**src/rtl/radix3_fft_seq.sv**
```systemverilog
// Sequencer for an in-place radix-3 DIF FFT built around one shared radix-3 butterfly.
// Issues triplet read addresses and twiddle exponents, and delays them to form write-back.
module radix3_fft_seq #(
   parameter int unsigned STAGES = 2,
   parameter int unsigned BF_LAT = 3,
   parameter int unsigned ADDR_W = 4
) (
   input  logic                           clk,
   input  logic                           rst,
   input  logic                           start,
   output logic                           busy,
   output logic                           done,
   output logic                           rd_en,
   output logic [ADDR_W-1:0]              rd_addr0,
   output logic [ADDR_W-1:0]              rd_addr1,
   output logic [ADDR_W-1:0]              rd_addr2,
   output logic                           bf_in_valid,
   output logic [ADDR_W-1:0]              tw_exp,
   output logic [$clog2(STAGES+1)-1:0]    stage,
   output logic                           wr_en,
   output logic [ADDR_W-1:0]              wr_addr0,
   output logic [ADDR_W-1:0]              wr_addr1,
   output logic [ADDR_W-1:0]              wr_addr2
);

   function automatic int unsigned pow3(input int unsigned e);
      int unsigned r;
      r = 1;
      for (int unsigned i = 0; i < e; i++) r = r * 3;
      return r;
   endfunction

   // Multiplicative inverse of 3 modulo 2^32 (Newton iteration); exact division of multiples of 3.
   function automatic int unsigned inv3_calc();
      int unsigned x;
      x = 3;
      for (int i = 0; i < 5; i++) x = x * (32'd2 - 32'd3 * x);
      return x;
   endfunction

   localparam int unsigned N     = pow3(STAGES);
   localparam int unsigned NB    = N / 3;
   localparam int unsigned DEPTH = 1 + BF_LAT;
   localparam int unsigned SW    = $clog2(STAGES + 1);
   localparam int unsigned CW    = $clog2(DEPTH + 1);

   localparam logic [ADDR_W-1:0] SPAN0   = ADDR_W'(pow3(STAGES - 1));
   localparam logic [ADDR_W-1:0] INV3    = ADDR_W'(inv3_calc());
   localparam logic [ADDR_W-1:0] LAST_BF = ADDR_W'(NB - 1);
   localparam logic [CW-1:0]     LAST_DR = CW'(DEPTH - 1);
   localparam logic [SW-1:0]     LAST_ST = SW'(STAGES - 1);

   typedef enum logic [1:0] {StIdle, StIssue, StDrain, StFin} state_t;

   state_t              state_q, state_d;
   logic [SW-1:0]       stage_q, stage_d;
   logic [ADDR_W-1:0]   j_q, j_d;
   logic [ADDR_W-1:0]   base_q, base_d;
   logic [ADDR_W-1:0]   span_q, span_d;
   logic [ADDR_W-1:0]   p3_q, p3_d;
   logic [ADDR_W-1:0]   tw_q, tw_d;
   logic [ADDR_W-1:0]   bf_cnt_q, bf_cnt_d;
   logic [CW-1:0]       drain_q, drain_d;

   logic [ADDR_W-1:0]   a0, a1, a2;

   always_ff @(posedge clk or posedge rst) begin
      if (rst) begin
         state_q  <= StIdle;
         stage_q  <= '0;
         j_q      <= '0;
         base_q   <= '0;
         span_q   <= '0;
         p3_q     <= '0;
         tw_q     <= '0;
         bf_cnt_q <= '0;
         drain_q  <= '0;
      end else begin
         state_q  <= state_d;
         stage_q  <= stage_d;
         j_q      <= j_d;
         base_q   <= base_d;
         span_q   <= span_d;
         p3_q     <= p3_d;
         tw_q     <= tw_d;
         bf_cnt_q <= bf_cnt_d;
         drain_q  <= drain_d;
      end
   end

   always_comb begin
      state_d  = state_q;
      stage_d  = stage_q;
      j_d      = j_q;
      base_d   = base_q;
      span_d   = span_q;
      p3_d     = p3_q;
      tw_d     = tw_q;
      bf_cnt_d = bf_cnt_q;
      drain_d  = drain_q;
      unique case (state_q)
         StIdle: begin
            if (start) begin
               state_d  = StIssue;
               stage_d  = '0;
               j_d      = '0;
               base_d   = '0;
               span_d   = SPAN0;
               p3_d     = ADDR_W'(1);
               tw_d     = '0;
               bf_cnt_d = '0;
            end
         end
         StIssue: begin
            bf_cnt_d = bf_cnt_q + 1'b1;
            if (j_q == span_q - 1'b1) begin
               j_d    = '0;
               tw_d   = '0;
               base_d = base_q + (span_q << 1) + span_q;
            end else begin
               j_d  = j_q + 1'b1;
               tw_d = tw_q + p3_q;
            end
            if (bf_cnt_q == LAST_BF) begin
               state_d = StDrain;
               drain_d = '0;
            end
         end
         StDrain: begin
            drain_d = drain_q + 1'b1;
            if (drain_q == LAST_DR) begin
               j_d      = '0;
               base_d   = '0;
               tw_d     = '0;
               bf_cnt_d = '0;
               if (stage_q == LAST_ST) begin
                  state_d = StFin;
               end else begin
                  state_d = StIssue;
                  stage_d = stage_q + 1'b1;
                  span_d  = span_q * INV3;
                  p3_d    = (p3_q << 1) + p3_q;
               end
            end
         end
         StFin: begin
            state_d = StIdle;
            stage_d = '0;
         end
         default: state_d = StIdle;
      endcase
   end

   assign busy  = (state_q != StIdle);
   assign done  = (state_q == StFin);
   assign rd_en = (state_q == StIssue);
   assign stage = stage_q;

   assign a0 = base_q + j_q;
   assign a1 = a0 + span_q;
   assign a2 = a1 + span_q;

   // Gated so idle/drain cycles present all-zero addresses.
   assign rd_addr0 = rd_en ? a0 : '0;
   assign rd_addr1 = rd_en ? a1 : '0;
   assign rd_addr2 = rd_en ? a2 : '0;

   logic                bv_q;
   logic [ADDR_W-1:0]   tw_exp_q;
   logic [DEPTH-1:0]    we_pipe_q;
   logic [ADDR_W-1:0]   wa0_pipe_q [DEPTH];
   logic [ADDR_W-1:0]   wa1_pipe_q [DEPTH];
   logic [ADDR_W-1:0]   wa2_pipe_q [DEPTH];

   always_ff @(posedge clk or posedge rst) begin
      if (rst) begin
         bv_q      <= 1'b0;
         tw_exp_q  <= '0;
         we_pipe_q <= '0;
         for (int i = 0; i < DEPTH; i++) begin
            wa0_pipe_q[i] <= '0;
            wa1_pipe_q[i] <= '0;
            wa2_pipe_q[i] <= '0;
         end
      end else begin
         bv_q          <= rd_en;
         tw_exp_q      <= rd_en ? tw_q : '0;
         we_pipe_q[0]  <= rd_en;
         wa0_pipe_q[0] <= rd_addr0;
         wa1_pipe_q[0] <= rd_addr1;
         wa2_pipe_q[0] <= rd_addr2;
         for (int i = 1; i < DEPTH; i++) begin
            we_pipe_q[i]  <= we_pipe_q[i-1];
            wa0_pipe_q[i] <= wa0_pipe_q[i-1];
            wa1_pipe_q[i] <= wa1_pipe_q[i-1];
            wa2_pipe_q[i] <= wa2_pipe_q[i-1];
         end
      end
   end

   assign bf_in_valid = bv_q;
   assign tw_exp      = tw_exp_q;
   assign wr_en       = we_pipe_q[DEPTH-1];
   assign wr_addr0    = wa0_pipe_q[DEPTH-1];
   assign wr_addr1    = wa1_pipe_q[DEPTH-1];
   assign wr_addr2    = wa2_pipe_q[DEPTH-1];

endmodule

```
**config.mk**
```make
export PLATFORM = sky130hd
export DESIGN_NAME = radix3_fft_seq
export DESIGN_NICKNAME = d
export VERILOG_FILES = /design/src/rtl/radix3_fft_seq.sv
export SDC_FILE = /design/constraint.sdc
export NUM_CORES = 1
export LEC_CHECK = 0
export ABC_CLOCK_PERIOD_IN_PS = 3550
export CAP_MARGIN = 40
export CELL_PAD_IN_SITES_DETAIL_PLACEMENT = 0
export CELL_PAD_IN_SITES_GLOBAL_PLACEMENT = 1
export CORE_ASPECT_RATIO = 0.5
export CORE_UTILIZATION = 53
export CTS_BUF_LIST = sky130_fd_sc_hd__clkbuf_4
export CTS_CLUSTER_SIZE = 12
export DETAILED_ROUTE_END_ITERATION = 8
export DONT_BUFFER_PORTS = 1
export PLACE_DENSITY = 0.8
export SLEW_MARGIN = 20
export SYNTH_ARGS = -nofsm -noshare
export SYNTH_HDL_FRONTEND = slang
export SYNTH_SLANG_ARGS = --single-unit
```
**constraint.sdc**
```tcl
create_clock -name clk -period 3.55 [get_ports clk]
set_input_delay 0.71 -clock clk [delete_from_list [all_inputs] [get_ports clk]]
set_output_delay 0.71 -clock clk [all_outputs]
set_load 0.01 [all_outputs]
```
==> flow_metrics.py <==
metrics = {
    "worst_setup_path": {
        "crit_path_max_fanout": 2,
        "critPathKind": "reg2out",
        "crit_chain": "ha_2 -> fa_1 -> inv_2 -> fa_2 -> inv_2 -> ha_4 -> a21o_1 -> a21oi_2 -> xor2_1 -> nor2_2",
        "cp_slowest_cell": "fa_2",
        "r2r-end": "wa2_pipe_q[15]",
        "critPathArrivalTime_ps": 3000,
        "reg2reg_slack_ps": 860,
        "worst_r2r_path_depth": 10,
        "path_common_cell": "inv_2",
        "worstSetupEndpoint": "rd_addr2[3]",
        "critPathCaptureType": "primary output",
        "cp-start-kind": "flip-flop",
        "r2r-start": "base_q[0]",
        "worst_ep_required_time_ps": 2840,
        "max_stage_delay_ps": 540,
        "crit_start": "base_q[0]",
    },
    "clock_tree": {
        "numCtsBuffers": 9,
        "cts_root_buf": "clkbuf_4",
        "clockBufferDepth": 2,
        "clk_latency_ps": 440,
        "cts.htree.levels": 3,
        "clk_pin_slew_ps": 150,
        "cts_tree": "yes",
        "holdBufCountCts": 0,
        "clock-sinks": 87,
    },
    "synthesis": {
        "ys_async_sr_fraction": 1.00,
        "synth_edf_count": 0,
        "synth_top_cell_by_area": "dfrtp_1",
        "synth-seq-area-share": 0.575,
        "ys.warnings.count": 0,
        "ys_types": 38,
        "synth_top_cell_area_share": 0.575,
        "synth.area.top_cells": "dfrtp_1 (57%), ha_1 (8.9%), fa_1 (4.2%)",
        "syn_area_um2": 3790,
        "synth_seq_cells": 87,
        "synth_fp_nets": 341,
        "synth_ff_type": "dfrtp_1",
        "avgSynthCellArea_um2": 12.5,
        "synth_cells": 303,
    },
    "finish": {
        "fin_util": 0.602,
        "largestRegisters": "wa0_pipe_q (12), wa1_pipe_q (12), wa2_pipe_q (12)",
        "nets": 346,
        "synthToLayoutAreaGrowth_pct": 8.19,
        "final_cell_mix": "dfrtp_1 (86), ha_1 (24), nand2_1 (20), xnor2_1 (16), inv_1 (15)",
        "n_antenna_cell": 0,
        "fin_area_um2": 4100,
        "multi_input_area_um2": 1490,
        "final_common_cell": "dfrtp_1",
        "drive_gt1_frac": 0.176,
        "fillCellCount": 555,
        "regArea_um2": 2180,
    },
    "routing": {
        "drt_wl_total_um": 6580,
        "drt.antenna.violating_nets": 0,
        "vias": 2089,
        "wl_per_cell_um": 16.2,
        "via_per_inst": 5.16,
        "drc": 0,
        "drtIter0Drc": 81,
        "drtPass1Iterations": 4,
    },
    "die": {
        "ios": 38,
        "dieArea_um2": 7510,
        "core_um2": 6810,
        "row_count": 21,
        "die_height_um": 61.8,
        "initial_core_util": 0.557,
        "fp.dieW_um": 122,
    },
    "power_and_ir_drop": {
        "combPwrFrac": 0.490,
        "p_seq_frac": 0.387,
        "p_total_w": 0.00408,
        "swShare": 0.417,
        "power_density_nw_per_um2": 995,
        "p_switching_w": 0.00170,
        "clockPowerShare": 0.123,
        "ir_worst_vdd_mv": 0.295,
        "p_int_w": 0.00238,
        "power.leakage_nw": 1.99,
    },
    "timing": {
        "rsz0062_at_grt": "yes",
        "finalSetupTns_ps": -396,
        "min_period_over_period": 1.05,
        "finalMaxSlewViolations": 0,
        "fmax_mhz": 269,
        "fin_skew_ps": 16.7,
        "final-hold-violation-count": 0,
        "tightest_slew_ps": 717,
        "setup_viol": 3,
        "slew_headroom": 0.522,
        "timing.final.ws_setup_ps": -164,
        "final.min_clock_period_ps": 3710,
    },
    "status": {
        "status": "finished with violations",
        "violations": "setup timing",
    },
    "placed_design": {
        "pre_cts_ws_ps": 88.8,
        "place.gp.congestion": 0.788,
        "hpwl_um": 4450,
        "port_buffers": 0,
        "place_area_um2": 3830,
    },
    "worst_hold_path": {
        "holdCritPathClass": "in2async",
    },
    "grt": {
        "grt_start_max_net_pins": 44,
        "grtUsageTotal": 0.198,
        "grt_first_pass_wirelength_um": 10600,
        "grt_pass1_vias": 2166,
        "grt_overflow": 0,
        "antenna_found_initial": 0,
    },
    "flow_run": {
        "max_cap_viol_count": 0,
    },
}
==> critical path, delay by kind of cell, from the launching register on <==
kind	cells	cell delay, ps
compound gates	2	300
xor+xnor	1	90
fa+ha+maj	4	1470
buf+inv	2	110
flops	1	420
simple gates	1	180
==> cells by family (layout without fill, tap and decap cells) <==
group,Yosys count,after routing,share of synthesized area
multiplexers,1,1,0.00297
buffers and inverters,39,49,0.0515
flip-flops,87,87,0.575
AO/OA/AOI/OAI,50,50,0.0905
adder cells (fa/ha/maj),35,35,0.131
XOR/XNOR,29,29,0.0707
AND/OR/NAND/NOR,62,62,0.0780
==> power by group through the flow <==
| stage | Combinational (W) | Clock (W) | Sequential (W) |
|---|---|---|---|
| final | 0.00200 | 0.000502 | 0.00158 |
| after global routing | 0.00224 | 0.000567 | 0.00163 |
| after detailed placement | 0.00160 | 0 | 0.00160 |
| after floorplan | 0.00140 | 0 | 0.00149 |
| after CTS | 0.00190 | 0.000522 | 0.00158 |
| after global placement | 0.00153 | 0 | 0.00158 |
==> metal layers <==
| layer | global-route usage | part of all wire | up-vias |
|---|---|---|---|
| li1 | - | - | 1006 |
| met1 | 0.235 | 0.45 | 1037 |
| met2 | 0.337 | 0.49 | 39 |
| met3 | 0.0748 | 0.049 | 7 |
| met4 | 0.0847 | 0.0099 | 0 |
| met5 | 0 | 0 | - |
==> per-stage QoR <==
| stage | hold slack (ps) | cells |
|---|---|---|
| 6_report | 220 | 405 |
| 5_1_grt | 234 | 405 |
| 4_1_cts | 210 | 403 |
| 3_5_place_dp | 335 | 381 |
| 3_3_place_gp | 331 | 381 |
| 2_1_floorplan | 331 | 303 |
==> timing repair <==
item	CTS	global route
setup endpoints to repair	4	4
setup buffers	6	3
hold endpoints to repair	0	0
gates resized for setup	16	5
pin swaps	9	9
==> cell usage after synthesis, types with 2 or more instances <==
cell / number
dfrtp_1: 87
xor2_1: 10
inv_1: 18
nor3b_1: 3
a32o_1: 2
and2_1: 6
nand2b_1: 4
or3_1: 3
nor2_1: 17
fa_1: 8
buf_2: 3
or2_2: 3
nor3_1: 2
buf_4: 12
a22o_1: 6
o22ai_1: 3
a21oi_1: 10
nand2_1: 20
ha_1: 27
clkbuf_1: 5
xnor2_1: 18
o21ai_0: 13
nor2b_1: 2
a21o_1: 7
==> layout make-up <==
cell class / instances / area share
repair buffers: 15 / 0.0284
clock inverters: 6 / 0.0122
flip-flops and latches: 87 / 0.532
inverters: 18 / 0.0168
clock buffers: 10 / 0.0183
well taps: 92 / 0.0281
multi-input cells: 177 / 0.365
==> worst min path at each step <==
stage,from,end,slack (ps),cells past startpoint
after global placement,wa2_pipe_q[6],wr_addr2[2],330,0
after global routing,rst,tw_exp[3],230,1
final,rst,tw_exp[3],220,1
after detailed placement,wa0_pipe_q[11],wa0_pipe_q[7],330,0
after floorplan,wa0_pipe_q[14],wa0_pipe_q[10],330,0
after CTS,rst,wa1_pipe_q[14],210,1
Power figures use the tool's default switching activity.
